## src/rtl/hazard_fwd_ctrl.sv

```systemverilog
// rtl/hazard_fwd_ctrl.sv - EX-stage forwarding, load-use stall and multi-cycle multiplier hold control
// Optional feature macro: HAZARD_PERF_EN (adds saturating stall/multiplier perf counters)
module hazard_fwd_ctrl #(
  parameter int REG_ADDR_W = 5,
  parameter int MULT_LAT   = 4
`ifdef HAZARD_PERF_EN
  ,
  parameter int PERF_W     = 16
`endif
) (
  input  logic                  clk,
  input  logic                  rst,
  input  logic [REG_ADDR_W-1:0] id_rs1,
  input  logic [REG_ADDR_W-1:0] id_rs2,
  input  logic [REG_ADDR_W-1:0] ex_rs1,
  input  logic [REG_ADDR_W-1:0] ex_rs2,
  input  logic [REG_ADDR_W-1:0] ex_rd,
  input  logic                  ex_mem_read,
  input  logic                  ex_is_mult,
  input  logic [REG_ADDR_W-1:0] mem_rd,
  input  logic                  mem_reg_write,
  input  logic [REG_ADDR_W-1:0] wb_rd,
  input  logic                  wb_reg_write,
  output logic [1:0]            fwd_a_sel,
  output logic [1:0]            fwd_b_sel,
  output logic                  pc_write,
  output logic                  if_id_write,
  output logic                  id_ex_write,
  output logic                  id_ex_flush,
  output logic                  ex_mem_flush,
  output logic                  mult_busy,
  output logic                  mult_done
`ifdef HAZARD_PERF_EN
  ,
  output logic [PERF_W-1:0]     perf_stall_cnt,
  output logic [PERF_W-1:0]     perf_mult_cnt
`endif
);

  localparam int CNT_W = $clog2(MULT_LAT);
  localparam logic [CNT_W-1:0] CNT_INIT = CNT_W'(MULT_LAT - 2);

  typedef enum logic {IDLE, BUSY} state_t;

  state_t           state;
  logic [CNT_W-1:0] cnt;
  logic             busy_raw;
  logic             done_raw;
  logic             lu;

  // Nearest producer wins: MEM result is younger than WB, so it takes priority; x0 never forwards.
  function automatic logic [1:0] fwd_sel(input logic [REG_ADDR_W-1:0] rs,
                                         input logic                  m_we,
                                         input logic [REG_ADDR_W-1:0] m_rd,
                                         input logic                  w_we,
                                         input logic [REG_ADDR_W-1:0] w_rd);
    logic [1:0] sel;
    sel = 2'b00;
    if (m_we && (m_rd != '0) && (m_rd == rs))
      sel = 2'b01;
    else if (w_we && (w_rd != '0) && (w_rd == rs))
      sel = 2'b10;
    return sel;
  endfunction

  // Multiplier sequencer: counts down the remaining hold cycles once a MUL enters EX.
  always_ff @(posedge clk) begin
    if (rst) begin
      state <= IDLE;
      cnt   <= '0;
    end else begin
      case (state)
        IDLE: begin
          if (ex_is_mult) begin
            state <= BUSY;
            cnt   <= CNT_INIT;
          end
        end
        BUSY: begin
          if (cnt != '0)
            cnt <= cnt - CNT_W'(1);
          else
            state <= IDLE;
        end
        default: begin
          state <= IDLE;
          cnt   <= '0;
        end
      endcase
    end
  end

  // Busy starts the same cycle the MUL shows up in EX, so it must decode the live ex_is_mult.
  always_comb begin
    busy_raw = ((state == IDLE) && ex_is_mult) || ((state == BUSY) && (cnt != '0));
    done_raw = (state == BUSY) && (cnt == '0);
    lu       = ex_mem_read && (ex_rd != '0) && ((ex_rd == id_rs1) || (ex_rd == id_rs2));
  end

  // Output decode; reset forces a free-running pipeline with no forwarding.
  always_comb begin
    fwd_a_sel    = 2'b00;
    fwd_b_sel    = 2'b00;
    pc_write     = 1'b1;
    if_id_write  = 1'b1;
    id_ex_write  = 1'b1;
    id_ex_flush  = 1'b0;
    ex_mem_flush = 1'b0;
    mult_busy    = 1'b0;
    mult_done    = 1'b0;
    if (!rst) begin
      fwd_a_sel = fwd_sel(ex_rs1, mem_reg_write, mem_rd, wb_reg_write, wb_rd);
      fwd_b_sel = fwd_sel(ex_rs2, mem_reg_write, mem_rd, wb_reg_write, wb_rd);
      mult_busy = busy_raw;
      mult_done = done_raw;
      if (busy_raw) begin
        pc_write     = 1'b0;
        if_id_write  = 1'b0;
        id_ex_write  = 1'b0;
        ex_mem_flush = 1'b1;
      end else if (lu) begin
        pc_write    = 1'b0;
        if_id_write = 1'b0;
        id_ex_flush = 1'b1;
      end
    end
  end

`ifdef HAZARD_PERF_EN
  // Saturating event counters for load-use stall cycles and multiplier hold cycles.
  always_ff @(posedge clk) begin
    if (rst) begin
      perf_stall_cnt <= '0;
      perf_mult_cnt  <= '0;
    end else begin
      if (lu && !busy_raw && (perf_stall_cnt != '1))
        perf_stall_cnt <= perf_stall_cnt + PERF_W'(1);
      if (busy_raw && (perf_mult_cnt != '1))
        perf_mult_cnt <= perf_mult_cnt + PERF_W'(1);
    end
  end
`endif

endmodule

```

## config.mk

```make
export PLATFORM = sky130hd
export DESIGN_NAME = hazard_fwd_ctrl
export DESIGN_NICKNAME = d
export VERILOG_FILES = /design/src/rtl/hazard_fwd_ctrl.sv
export SDC_FILE = /design/constraint.sdc
export NUM_CORES = 1
export LEC_CHECK = 0
export CELL_PAD_IN_SITES_DETAIL_PLACEMENT = 1
export CELL_PAD_IN_SITES_GLOBAL_PLACEMENT = 1
export CORE_MARGIN = 3
export CORE_UTILIZATION = 21
export CTS_BUF_LIST = sky130_fd_sc_hd__clkbuf_16
export CTS_CLUSTER_DIAMETER = 50
export DETAILED_ROUTE_END_ITERATION = 8
export PLACE_DENSITY_LB_ADDON = 0.1
export SETUP_SLACK_MARGIN = 0.5
export SYNTH_ARGS = -nofsm -noshare
export SYNTH_HDL_FRONTEND = slang
export SYNTH_SLANG_ARGS = --single-unit
```

## constraint.sdc

```tcl
create_clock -name clk -period 5 [get_ports clk]
set_input_delay 1 -clock clk [delete_from_list [all_inputs] [get_ports clk]]
set_output_delay 1 -clock clk [all_outputs]
set_load 0.005 [all_outputs]
```

==> impl_metrics.csv, run 1 <==
group,metric,value,unit
outcome,outcome,"finished, final reports clean",
floorplan,fp.coreArea,2570,sq um
sta,holdWs,0.505,ns
cts,cts-resized-gates,0,
cts,cts_sinks,3,
sta,setup_tns,0,ns
floorplan,design.portCount,52,
floorplan,die_x,58.9,um
worst_setup_path,required,4.00,ns
cts,insertion_delay,0.23,ns
sta,rsz0062_at_grt,"false",
sta,finalSetupViolCount,0,
synthesis,synth_common_cells,"xnor2_1 (22), xor2_1 (8), nand2_1 (5), nand3_1 (5), nor2_1 (5)",
synthesis,synth.most_common_cell,"xnor2_1",
sta,min_period_over_period,0.843,
place,place_congestion,0.735,
cts,cts_max_level,1,
synthesis,synth_edf_count,0,
cts,cts_tree,"done",
cts,cts_setup_buffers,0,
run,drv_cap,0,
cts,cts_buffers,3,
cts,cts_root_buf,"clkbuf_16",
power,power_density,202,nW/um^2
synthesis,synth_fp_nets,120,
power,ir_worst_vdd,255,uV
sta,hold_violations,0,
floorplan,die_area,3460,sq um
worst_setup_path,crit_path_max_fanout,4,
sta,worstMarginPinSlew,0.403,ns
synthesis,yosysTopAreaCellShare,0.328,
worst_setup_path,path_class,"in -> out",
cts,hold_buffers,0,
sta,worst_clock_skew,0.00120,ns
drt,routedWlPerCell,13.1,um
cts,cts.clk_slew.worst_paths,0.03,ns
synthesis,ys_ff_latch,3,
worst_setup_path,path_buf_inv,2,
synthesis,yosys_warnings,0,
final_layout,syn_to_final_growth,104,%
synthesis,synth-seq-area-share,0.102,
final_layout,drive_gt1_frac,0.0462,
synthesis,syn_area,587,sq um
synthesis,synth_top_area_cell,"xnor2_1",
synthesis,syn_area_per_cell,7.52,sq um
floorplan,std_cell_rows,18,
global_route,grt-ovfl-total,0,
drt,drt-initial-drc-count,16,
sta,finalCriticalPeriod,4.21,ns
drt,ant_nets,0,
sta,max_freq,237,MHz
worst_setup_path,arrival,3.21,ns
global_route,grt_pass1_vias,765,
synthesis,netlist_instances,78,
synthesis,yosys_most_used_dff,"dfxtp_1",
worst_setup_path,cp-start-kind,"primary input",
drt,post_drt_via_cell_ratio,4.53,
floorplan,die_h,58.9,um
worst_hold_path,holdCritPathClass,"reg -> reg",
global_route,antenna_found_initial,0,
worst_setup_path,crit_top_cell,"clkdlybuf4s50_1",
synthesis,yosysUniqueCellTypes,24,
place,dpl.hpwl,1890,um
drt,num_vias,724,
synthesis,synth_area_leaders,"xnor2_1 (33%), xor2_1 (12%), dfxtp_1 (10%), or4_1 (5.1%), nand3_1 (4.3%)",
floorplan,start_util,0.229,
cts,cts_buffer_depth,2,
drt,wl,2100,um
sta,finalWorstSetupSlack,0.785,ns
sta,drv_slew,0,
global_route,grt_max_degree,10,
drt,drc,0,
worst_setup_path,crit_chain,"clkdlybuf4s50_1 -> or4_1 -> o21ai_2 -> nor3_2 -> nor4_2 -> clkdlybuf4s50_1",
worst_setup_path,critPathTopFamily,"buffers and inverters",
worst_setup_path,crit_path_top_delay_cell,"or4_1",
global_route,grt_pass1_wl,3150,um
final_layout,diodes,0,
final_layout,nets,173,
place,portBuffers,51,
global_route,grt_use_total,0.121,
sta,slew_headroom,0.731,
worst_setup_path,max_stage_delay,0.58,ns
drt,drtPass1Iterations,2,
power,p_leak,0.413,nW
worst_setup_path,end_kind,"output pin",
synthesis,synth-async-reset-ratio,0,
place,place_ws,0.798,ns
## metal layers
metal,GRT usage,vias to the layer above,routed length (um)
met5,0,-,0
met4,0.0485,0,29
met3,0.0219,3,134
met2,0.222,25,1090
met1,0.135,328,839
li1,-,368,-
## placed cells by master, fill, tap and decap left out, types with 3 or more instances in the layout
master	count
clkbuf_16	3
clkdlybuf4s50_1	51
dfxtp_1	3
inv_1	5
nand2_1	5
nand3_1	5
nor2_1	5
nor3_1	3
or4_1	4
xnor2_1	22
xor2_1	8
## worst reg2reg max path, stage by stage (launching register included)
cell      delay [ns]
dfxtp_1         0.33
inv_1           0.06
ha_1            0.20
nor2b_1         0.20
a21oi_1         0.14
a221oi_1        0.28
## cell type report
type,instances,area (sq um)
Clock buffer,3,75.1
Clock inverter,1,3.75
Fill cell,322,1370
Inverter,4,15.0
Multi-Input combinational cell,68,493
Sequential cell,3,60.1
Tap cell,30,37.5
Timing Repair Buffer,51,510
## where the power goes
| part | internal (mW) | leakage [nW] | switching [mW] |
|---|---|---|---|
| sequential | 0.0260 | 0.0248 | 0.000851 |
| combinational | 0.0543 | 0.346 | 0.0332 |
| clock | 0.103 | 0.0423 | 0.0242 |
| total | 0.184 | 0.413 | 0.0583 |
## metrics by stage
| stage | area [sq um] | utilization | total power, mW | std cells |
|---|---|---|---|---|
| after detailed placement | 1120 | 0.435 | 0.115 | 156 |
| final | 1190 | 0.465 | 0.242 | 160 |
| after floorplan | 587 | - | 0.0635 | 78 |
| after global placement | 1120 | 0.435 | 0.113 | 156 |
| after global routing | 1190 | 0.465 | 0.255 | 160 |
| after CTS | 1190 | 0.465 | 0.246 | 160 |
## logic make-up (layout without fill, tap and decap cells)
| family | Yosys count | count (layout) | share of synthesized area |
|---|---|---|---|
| DFF | 3 | 3 | 0.102 |
| AOI/OAI and AO/OA | 6 | 6 | 0.0661 |
| and+or+nand+nor | 30 | 30 | 0.288 |
| adders and majority gates | 1 | 1 | 0.0213 |
| muxes | 1 | 1 | 0.0171 |
| xor gates and xnor gates | 30 | 30 | 0.448 |
| buffers and inverters | 7 | 59 | 0.0575 |
## worst paths after layout
check / slack (ns) / cells after the start / startpoint / end
setup / recovery: 0.79 / 6 / mem_rd[1] / fwd_a_sel[1]
hold / removal: 0.50 / 2 / cnt[1] / cnt[1]
setup reg to reg: 3.67 / 5 / cnt[0] / cnt[1]
hold reg to reg: 0.50 / 2 / cnt[1] / cnt[1]
## sequential cells by signal, summed over array words and instances (netlist names)
| register | count |
|---|---|
| cnt | 2 |
| state | 1 |
Note: power is estimated with default switching activity, not from simulation.
==> inputs of run 2 (changes only) <==
--- a/config.mk
+++ b/config.mk
@@ -8,7 +8,7 @@
 export CELL_PAD_IN_SITES_DETAIL_PLACEMENT = 1
 export CELL_PAD_IN_SITES_GLOBAL_PLACEMENT = 1
 export CORE_MARGIN = 3
-export CORE_UTILIZATION = 21
+export CORE_UTILIZATION = 18
 export CTS_BUF_LIST = sky130_fd_sc_hd__clkbuf_16
 export CTS_CLUSTER_DIAMETER = 50
 export DETAILED_ROUTE_END_ITERATION = 8
==> constraint.sdc (replaced) <==
create_clock -name clk -period 3.6 [get_ports clk]
set_input_delay 0.72 -clock clk [delete_from_list [all_inputs] [get_ports clk]]
set_output_delay 0.72 -clock clk [all_outputs]
set_load 0.005 [all_outputs]
==> impl_metrics.csv, run 2 (same netlist as run 1, synthesis figures left out) <==
group,metric,value,unit
sta,worst_clock_skew,0.000459,ns
floorplan,design.portCount,52,
worst_hold_path,holdCritPathClass,"reg -> reg",
sta,setup_tns,0,ns
worst_setup_path,arrival,2.32,ns
final_layout,fin_area,1330,sq um
place,dp_cells,177,
drt,drc,0,
worst_setup_path,r2r_slack,2.34,ns
cts,cts_sinks,3,
drt,drtPass1Iterations,3,
global_route,grt_max_degree,9,
drt,post_drt_via_cell_ratio,4.20,
final_layout,nets,185,
worst_setup_path,critPathTopFamily,"simple AND/OR/NAND/NOR gates",
global_route,grt_pass1_vias,829,
worst_hold_path,hold_path_end,"cnt[1]",
worst_setup_path,required,2.88,ns
sta,hold_violations,0,
global_route,grt-ovfl-total,0,
worst_setup_path,end_kind,"output pin",
final_layout,final_common_cell,"clkdlybuf4s50_1",
worst_setup_path,r2r_end,"cnt[1]",
final_layout,seqCellArea,60.1,sq um
global_route,grt_use_met2,0.212,
drt,drt-initial-drc-count,3,
global_route,busiest_layer,"met2",
sta,max_freq,329,MHz
place,place_congestion,0.722,
place,portBuffers,51,
sta,min_period_over_period,0.845,
place,placed_cell_area,1190,sq um
final_layout,fillCellCount,389,
drt,ant_nets,0,
run,drv_cap,0,
worst_setup_path,crit_path_top_delay_cell,"or4_1",
worst_hold_path,whs_path_depth,2,
power,switching_share,0.240,
final_layout,multi_input_area,528,sq um
sta,slew_headroom,0.757,
outcome,outcome,"finished, final reports clean",
global_route,antenna_found_initial,0,
final_layout,diodes,0,
global_route,grt_pass1_wl,3750,um
floorplan,std_cell_rows,20,
final_layout,layoutNonFillerInstCount,186,
final_layout,reg_top3,"cnt: 2 flops, state: 1 flops",
final_layout,layout_common_cells,"clkdlybuf4s50_1 (35), xnor2_1 (22), buf_4 (12), dlygate4sd2_1 (10), xor2_1 (8)",
cts,cts_root_buf,"clkbuf_16",
power,p_leak,0.521,nW
place,dpl.hpwl,1920,um
floorplan,die_h,63.1,um
floorplan,die_x,63.1,um
worst_setup_path,max_stage_delay,0.56,ns
cts,cts_max_level,1,
worst_hold_path,hp-start,"cnt[1]",
sta,drv_slew,0,
final_layout,drive_gt1_frac,0.190,
cts,insertion_delay,0.22,ns
power,power_density,257,nW/um^2
cts,cts_buffers,3,
power,seqPwrFrac,0.109,
floorplan,die_area,3980,sq um
final_layout,largest_register,"cnt",
final_layout,largest_reg_flops,2,
worst_setup_path,worstRegToRegCells,5,
sta,rsz0062_at_grt,"true",
sta,finalSetupViolCount,0,
global_route,grt_use_total,0.120,
worst_setup_path,path_class,"in -> out",
drt,num_vias,781,
worst_setup_path,cp-start-kind,"primary input",
sta,finalCriticalPeriod,3.04,ns
power,clkPwrFrac,0.510,
sta,worstMarginPinSlew,0.365,ns
drt,wl,2310,um
power,p_int,0.260,mW
worst_setup_path,path_buf_inv,2,
cts,cts.clk_slew.worst_paths,0.03,ns
final_layout,syn_to_final_growth,127,%
power,comb_power_share,0.382,
cts,cts_tree,"done",
power,ir_worst_vdd,111,uV
floorplan,fp.coreArea,3080,sq um
worst_setup_path,crit_top_cell,"or4_1",
worst_setup_path,crit_chain,"clkdlybuf4s50_1 -> or4_1 -> o21ai_1 -> or4_1 -> nor4_2 -> buf_2",
cts,cts_buffer_depth,2,
power,p_sw,0.0820,mW
worst_setup_path,crit_path_max_fanout,3,
global_route,met3_usage,0.0374,
drt,routedWlPerCell,12.4,um
floorplan,start_util,0.191,
worst_setup_path,rr_startpoint,"cnt[0]",
global_route,use_met1,0.125,
==> run 2: cell types whose count changed in the layout (fill, tap and decap cells not counted), moves of 2 or more <==
cell             change
buf_4               +12
clkdlybuf4s15_2      +2
clkdlybuf4s50_1     -16
dlygate4sd2_1       +10
dlymetal6s2s_1       +3
or4_1                -2
or4_4                +2
==> run 2: layout make-up <==
type | instances | area share
repair buffers | 63 | 0.446
multi-input cells | 68 | 0.397
clock buffers | 3 | 0.0564
flip-flops and latches | 3 | 0.0452
well taps | 44 | 0.0414
inverters | 4 | 0.0113
clock inverters | 1 | 0.00282
==> run 2: worst max-delay path by stage <==
stage | from | endpoint | slack, ns | cells after the start
finish | wb_rd[1] | fwd_a_sel[1] | 0.56 | 6
global route | wb_rd[1] | fwd_a_sel[1] | 0.44 | 6
CTS | mem_rd[1] | fwd_a_sel[1] | 0.38 | 7
detailed placement | mem_rd[1] | fwd_a_sel[1] | 0.04 | 6
global placement | mem_rd[1] | fwd_a_sel[1] | 0.08 | 6
floorplan | mem_rd[1] | fwd_a_sel[1] | 1.09 | 4
==> run 2: timing repair <==
action / in CTS / in global routing
hold buffers: 0 / 0
setup endpoints to repair: 7 / 5
pin swaps: 3 / 5
gates resized for setup: 20 / 10
setup buffers: 5 / 0
hold endpoints to repair: 0 / 0
gates cloned: 0 / 0
==> run 2: worst register-to-register path: stages, from the launching register on <==
cell and delay (ns):
dfxtp_1 0.33, inv_1 0.05, ha_1 0.20, nor2b_1 0.20, a21oi_1 0.14, a221oi_1 0.24
==> run 2: routing by layer <==
layer  wire, um  vias up  share of wire
li1           -      392              -
met1        887      351           0.38
met2       1180       36           0.51
met3        216        2          0.094
met4         27        0          0.012
met5          0        -              0
==> run 2: power groups by stage <==
stage / Sequential [mW] / Clock (mW) / Combinational [mW]
floorplan: 0.0374 / 0 / 0.0508
global placement: 0.0375 / 0 / 0.126
detailed placement: 0.0377 / 0 / 0.128
CTS: 0.0372 / 0.178 / 0.130
global route: 0.0375 / 0.185 / 0.143
finish: 0.0372 / 0.174 / 0.130
==> run 2: per-stage QoR <==
step           setup WS, ns  total power, mW  hold WS [ns]  utilization
2_1_floorplan          1.09           0.0882         0.456            -
3_3_place_gp         0.0834            0.163         0.463        0.385
3_5_place_dp         0.0372            0.165         0.468        0.385
4_1_cts               0.384            0.346         0.475        0.425
5_1_grt               0.438            0.366         0.502        0.432
6_report              0.557            0.342         0.472        0.432
